[src/rtl/router_pkg.sv]
// Shared router definitions: direction one-hots, port indices, arbiter states
// and small index helpers used by the output arbiters.
package router_pkg;

  localparam logic [4:0] DIR_L  = 5'b10000;
  localparam logic [4:0] DIR_R  = 5'b01000;
  localparam logic [4:0] DIR_U  = 5'b00100;
  localparam logic [4:0] DIR_D  = 5'b00010;
  localparam logic [4:0] DIR_PE = 5'b00001;

  localparam logic [2:0] IDX_L  = 3'd4;
  localparam logic [2:0] IDX_R  = 3'd3;
  localparam logic [2:0] IDX_U  = 3'd2;
  localparam logic [2:0] IDX_D  = 3'd1;
  localparam logic [2:0] IDX_PE = 3'd0;

  typedef enum logic [1:0] {
    ARB_IDLE    = 2'd0,
    ARB_SEND    = 2'd1,
    ARB_RELEASE = 2'd2
  } arb_state_t;

  // Index of the set bit of a one-hot port vector (0 when empty).
  function automatic logic [2:0] onehot_to_idx(input logic [4:0] oh);
    logic [2:0] idx;
    idx = '0;
    for (int unsigned i = 0; i < 5; i++) begin
      if (oh[i]) idx = 3'(i);
    end
    return idx;
  endfunction

  // Round-robin successor of a port index, wrapping L back to PE.
  function automatic logic [2:0] next_ptr(input logic [2:0] idx);
    return (idx >= IDX_L) ? IDX_PE : idx + 3'd1;
  endfunction

endpackage

[src/rtl/rr_pick5.sv]
// Combinational five-way round-robin picker: first set request at or after ptr,
// searching upward and wrapping 4 -> 0.
module rr_pick5 (
  input  logic [4:0] req_eff,
  input  logic [2:0] ptr,
  output logic [4:0] winner,
  output logic [2:0] winner_idx,
  output logic       any
);

  // Scan five positions starting at ptr; the first hit wins.
  always_comb begin
    int unsigned base;
    int unsigned j;
    logic        found;
    winner     = '0;
    winner_idx = '0;
    found      = 1'b0;
    base       = (ptr > 3'd4) ? 0 : 32'(ptr);
    for (int unsigned i = 0; i < 5; i++) begin
      j = base + i;
      if (j >= 5) j = j - 5;
      if (!found && req_eff[j[2:0]]) begin
        found      = 1'b1;
        winner_idx = j[2:0];
        winner     = 5'b00001 << j[2:0];
      end
    end
    any = found;
  end

endmodule

[src/rtl/output_arbiter.sv]
// Per-output-direction scheduler: round-robin grant among the five input ports
// (own direction masked), registered flit with so/ro handshake, and a one-cycle
// buf_clear release pulse. Optional stall watchdog under OUTARB_TIMEOUT_EN.
module output_arbiter
  import router_pkg::*;
#(
  parameter int unsigned DATA_WIDTH     = 64,
  parameter logic [4:0]  DIRECTION      = DIR_L,
  parameter int unsigned TIMEOUT_CYCLES = 255
) (
  input  logic                  clk,
  input  logic                  rst,
  input  logic [4:0]            req,
  input  logic [DATA_WIDTH-1:0] dataL,
  input  logic [DATA_WIDTH-1:0] dataR,
  input  logic [DATA_WIDTH-1:0] dataU,
  input  logic [DATA_WIDTH-1:0] dataD,
  input  logic [DATA_WIDTH-1:0] dataPE,
  input  logic                  ro,
  output logic                  so,
  output logic [DATA_WIDTH-1:0] datao,
  output logic [4:0]            buf_clear,
  output logic [4:0]            grant
`ifdef OUTARB_TIMEOUT_EN
  ,
  output logic                  timeout_err
`endif
);

  arb_state_t            state, state_nx;
  logic [2:0]            ptr, ptr_nx;
  logic                  so_nx;
  logic [DATA_WIDTH-1:0] datao_nx;
  logic [4:0]            buf_clear_nx;
  logic [4:0]            grant_nx;

  logic [4:0]            req_eff;
  logic [4:0]            win;
  logic [2:0]            win_idx;
  logic                  any;
  logic [DATA_WIDTH-1:0] win_data;

  assign req_eff = req & ~DIRECTION;

  rr_pick5 u_pick (
    .req_eff    (req_eff),
    .ptr        (ptr),
    .winner     (win),
    .winner_idx (win_idx),
    .any        (any)
  );

  // Select the flit of the arbitration winner.
  always_comb begin
    unique case (win_idx)
      IDX_L:   win_data = dataL;
      IDX_R:   win_data = dataR;
      IDX_U:   win_data = dataU;
      IDX_D:   win_data = dataD;
      default: win_data = dataPE;
    endcase
  end

  // Next-state and registered-output values for the grant/send/release cycle.
  always_comb begin
    state_nx     = state;
    ptr_nx       = ptr;
    so_nx        = so;
    datao_nx     = datao;
    buf_clear_nx = '0;
    grant_nx     = grant;
    unique case (state)
      ARB_IDLE: begin
        if (any) begin
          datao_nx = win_data;
          grant_nx = win;
          so_nx    = 1'b1;
          state_nx = ARB_SEND;
        end
      end
      ARB_SEND: begin
        if (so && ro) begin
          so_nx        = 1'b0;
          buf_clear_nx = grant;
          ptr_nx       = next_ptr(onehot_to_idx(grant));
          state_nx     = ARB_RELEASE;
        end
      end
      ARB_RELEASE: begin
        grant_nx = '0;
        state_nx = ARB_IDLE;
      end
      default: begin
        so_nx    = 1'b0;
        grant_nx = '0;
        state_nx = ARB_IDLE;
      end
    endcase
  end

  // State and output registers; reset drops any transfer in flight without a release pulse.
  always_ff @(posedge clk) begin
    if (rst) begin
      state     <= ARB_IDLE;
      ptr       <= IDX_PE;
      so        <= 1'b0;
      datao     <= '0;
      buf_clear <= '0;
      grant     <= '0;
    end else begin
      state     <= state_nx;
      ptr       <= ptr_nx;
      so        <= so_nx;
      datao     <= datao_nx;
      buf_clear <= buf_clear_nx;
      grant     <= grant_nx;
    end
  end

`ifdef OUTARB_TIMEOUT_EN
  localparam logic [7:0] TO_LIMIT = 8'(TIMEOUT_CYCLES);

  logic [7:0] stall_cnt;
  logic [7:0] stall_inc;

  assign stall_inc = (stall_cnt == 8'hFF) ? stall_cnt : stall_cnt + 8'd1;

  // Count stalled SEND cycles; flag is sticky until reset and never blocks arbitration.
  always_ff @(posedge clk) begin
    if (rst) begin
      stall_cnt   <= '0;
      timeout_err <= 1'b0;
    end else if (state == ARB_IDLE && any) begin
      stall_cnt <= '0;
    end else if (state == ARB_SEND && !ro) begin
      stall_cnt <= stall_inc;
      if (stall_inc == TO_LIMIT) timeout_err <= 1'b1;
    end
  end
`endif

endmodule

[config.mk]
export PLATFORM = sky130hd
export DESIGN_NAME = output_arbiter
export DESIGN_NICKNAME = d
export VERILOG_FILES = /design/src/rtl/router_pkg.sv /design/src/rtl/rr_pick5.sv /design/src/rtl/output_arbiter.sv
export SDC_FILE = /design/constraint.sdc
export NUM_CORES = 1
export LEC_CHECK = 0
export CAP_MARGIN = 20
export CORE_AREA = 2 2 157 159
export DETAILED_ROUTE_END_ITERATION = 8
export DIE_AREA = 0 0 159 161
export GPL_TIMING_DRIVEN = 0
export PLACE_DENSITY = 0.59
export SLEW_MARGIN = 20
export SYNTH_ARGS = -nofsm -noshare
export SYNTH_HDL_FRONTEND = slang
export SYNTH_SLANG_ARGS = --single-unit
[constraint.sdc]
create_clock -name clk -period 4.92 [get_ports clk]
set_input_delay 0.984 -clock clk [delete_from_list [all_inputs] [get_ports clk]]
set_output_delay 0.984 -clock clk [all_outputs]
set_load 0.01 [all_outputs]
==> results by group <==
Status
  – Run status: finished, final reports clean

Critical path
  – CP Capture Type: register
  – Maximum fanout along the worst path: 12
  – Critical register-to-register path startpoint: ptr[2]$_SDFFE_PP0P_
  – Setup crit start kind: register
  – Arrival @ worst endpoint: 4680 ps
  – Critical Path RT: 5120 ps
  – R2r setup slk: 430 ps
  – Reg2Reg Depth: 16
  – Critical path class: reg2reg
  – RR Endpoint: datao[8]$_SDFFE_PP0P_

Synth
  – Syn avg cell area: 9.03 um2
  – Area of the mapped netlist: 0.00527 mm2
  – Synth top area cells: dfxtp_1, mux2i_1, o221ai_1
  – Cell count after synthesis: 584
  – Synth top cells by count: mux2i_1, nand2_1, dfxtp_1
  – Synth Flop Type: dfxtp_1
  – Flops & latches, synth: 80
  – Yosys warnings: 0
  – Top-count cell post-synth: mux2i_1
  – Net Count, Synth: 920
  – Async SR Flop Fraction: 0
  – Sequential fraction of the synthesis area: 0.304
  – Yosys cell types: 57
  – Top cell type's share of synthesized area: 0.304
  – Synth area leader: dfxtp_1
  – Number of synthesized flops with an enable pin: 0

Die
  – Core area: 0.0240 mm2
  – Die width: 159 um
  – Rows: 57
  – Floorplan die area: 0.0256 mm2
  – Ports: 403
  – Initial Util: 0.220
  – Die Span Y: 161 um

Cells and area
  – Area growth, synth to finish: 77.5%
  – ANT cells: 0
  – Share of cells above drive strength 1: 0.0716
  – Fin nets: 1267
  – Fill cell count: 2461
  – Fin area: 0.00935 mm2

STA
  – Actual slew at the worst max-slew pin: 755 ps
  – Clk_skew: 13.0 ps
  – Final setup violation count: 0
  – Unrepaired setup endpoints after global routing: no
  – Slew headroom: 0.497
  – Achievable Freq: 0.223 GHz
  – Crit path time final: 4490 ps
  – Final Cycle Share: 0.912
  – Final Max Tran Viols: 0
  – Final Hold Viols: 0

GRT
  – Global Route Usage Sum: 0.182
  – Largest net degree at the start of global routing: 16
  – Number of global-route vias before repair: 5858
  – GRT overflow: 0
  – Wire length of the first global-routing pass: 36300 um
  – Initial antenna violation count: 0

Clock tree
  – CTS sink cnt: 80
  – Clock transition at the registers of the reported paths: 70 ps
  – # hold bufs at CTS: 0
  – Later-pin clock latency in the skew report: 350 ps
  – H-tree depth: 3
  – Post-CTS setup repair buffer count: 0
  – Cts bufs inserted: 9
  – Max clock buf depth: 2
  – Clock root buffer: clkbuf_16
  – CTS tree: done

Drt
  – Iter 0 DRT Violations: 245
  – DR pass1 iterations: 4
  – DRC Markers: 0
  – DR vias/cell: 4.66
  – ANT nets after route: 0
  – Total length of routed wires: 24000 um
  – Via count: 5874
  – DR WL/cell: 19.0 um

Placed design
  – Final HPWL from detailed placement: 18800 um
  – DP Area: 0.00904 mm2
  – Final RePlAce weighted congestion: 0.861
  – Buffers on Ports: 336

Power
  – Lkg Pwr: 3.90 nW
  – Net Switching: 1.04 mW
  – VDD IR max: 0.000130 V
  – Sw Ratio: 0.351
  – Combinational power share: 0.469
  – Final Power: 2.97 mW
  – PwrDens: 317 mW/mm2
  – Power Internal: 1.93 mW
  – Sequential share of power: 0.292
  – Clock share of power: 0.239

Hold path
  – Hold EP: datao[3]$_SDFFE_PP0P_
  – HP Class: reg2reg
  – Hold path start: datao[3]$_SDFFE_PP0P_
  – Hold Crit Depth: 2

Job
  – # Max-Cap Violations: 0
layout make-up:
| type | count | area (um2) | area share |
|---|---|---|---|
| repair buffers | 336 | 3360 | 0.360 |
| well taps | 324 | 405 | 0.0433 |
| clock inverters | 7 | 77.6 | 0.00829 |
| clock buffers | 9 | 225 | 0.0241 |
| multi-input cells | 440 | 3310 | 0.353 |
| flip-flops and latches | 80 | 1600 | 0.171 |
| inverters | 14 | 57.6 | 0.00615 |
| plain buffers | 50 | 318 | 0.0340 |
placed cells by master, fill, tap and decap left out, types with 3 or more instances in the layout:
master and n:
a311oi_1 4, nand2b_1 9, clkbuf_16 9, o21ai_1 5, a211oi_1 3, clkdlybuf4s50_1 336, o21ai_0 8, buf_6 12
a31oi_1 3, buf_2 17, or2_1 3, dfxtp_1 80, nor2_1 30, o221ai_1 65, clkbuf_1 16, nand2_1 82
or2_2 3, ha_1 8, buf_4 5, inv_1 12, and2_1 4, nor3b_1 8, mux2i_1 132, a21oi_1 20
nor3_1 5, inv_6 4
power by group through the flow:
stage	logic, mW	registers [mW]	clock network (mW)
2_1_floorplan	0.630	0.933	0
4_1_cts	1.41	0.864	0.726
3_5_place_dp	1.40	0.877	0
3_3_place_gp	1.40	0.872	0
5_1_grt	1.49	0.881	0.751
6_report	1.39	0.865	0.709
through the flow:
stage | hold slack [ps] | TNS, ps | setup slack (ps) | utilization | cells
2_1_floorplan | 496 | 0 | 1370 | - | 584
3_3_place_gp | 442 | -757 | -80.5 | 0.377 | 1244
3_5_place_dp | 448 | -1110 | -123 | 0.377 | 1244
4_1_cts | 466 | 0 | 110 | 0.390 | 1260
5_1_grt | 486 | 0 | 24.0 | 0.390 | 1260
6_report | 466 | 0 | 431 | 0.390 | 1260
state kept, by name, indices dropped and copies added (netlist names):
name,count
datao,64
buf_clear,5
grant,5
ptr,3
state,2
so,1
repair_timing:
item / 4_1_cts / 5_1_grt
endpoints found under the hold margin: 0 / 0
setup endpoints to repair: 0 / 60
resized for setup: 0 / 2
per-layer routing:
metal	share of wire	wire, um	up-vias	GRT usage
met5	0	0	-	0
met4	0.016	381	0	0.0459
met3	0.066	1590	23	0.0457
met2	0.49	11800	231	0.313
met1	0.43	10300	2732	0.229
li1	-	-	2888	-
worst max-delay path by stage:
stage                        start                     end  slack [ps]
2_1_floorplan  ptr[2]$_SDFFE_PP0P_  datao[52]$_SDFFE_PP0P_        1370
6_report       ptr[2]$_SDFFE_PP0P_   datao[8]$_SDFFE_PP0P_         430
4_1_cts        ptr[2]$_SDFFE_PP0P_   datao[8]$_SDFFE_PP0P_         110
3_3_place_gp                req[1]   datao[4]$_SDFFE_PP0P_         -80
5_1_grt        ptr[2]$_SDFFE_PP0P_   datao[5]$_SDFFE_PP0P_          20
3_5_place_dp                req[1]   datao[9]$_SDFFE_PP0P_        -120
worst max-delay path, cell delays in order, from the launching register on:
cell       delay, ps
dfxtp_1          330
buf_6            140
nand2b_1         120
buf_2            250
ha_1             270
clkbuf_1         210
clkbuf_1         280
nand2_1          120
nand2_1           60
a22o_1           220
a211oi_2         440
nor3b_2          460
o2bb2ai_1        160
mux2i_1          130
nand3_2          320
clkbuf_1         620
o221ai_1         190
cells by family after synthesis:
group / count (synthesis) / synth area share
compound gates: 132 / 0.198
xor+xnor: 2 / 0.00332
fa+ha+maj: 8 / 0.0190
buf+inv: 64 / 0.0712
flops: 80 / 0.304
mux: 132 / 0.251
simple gates: 166 / 0.154
Note: power is estimated with default switching activity, not from simulation.
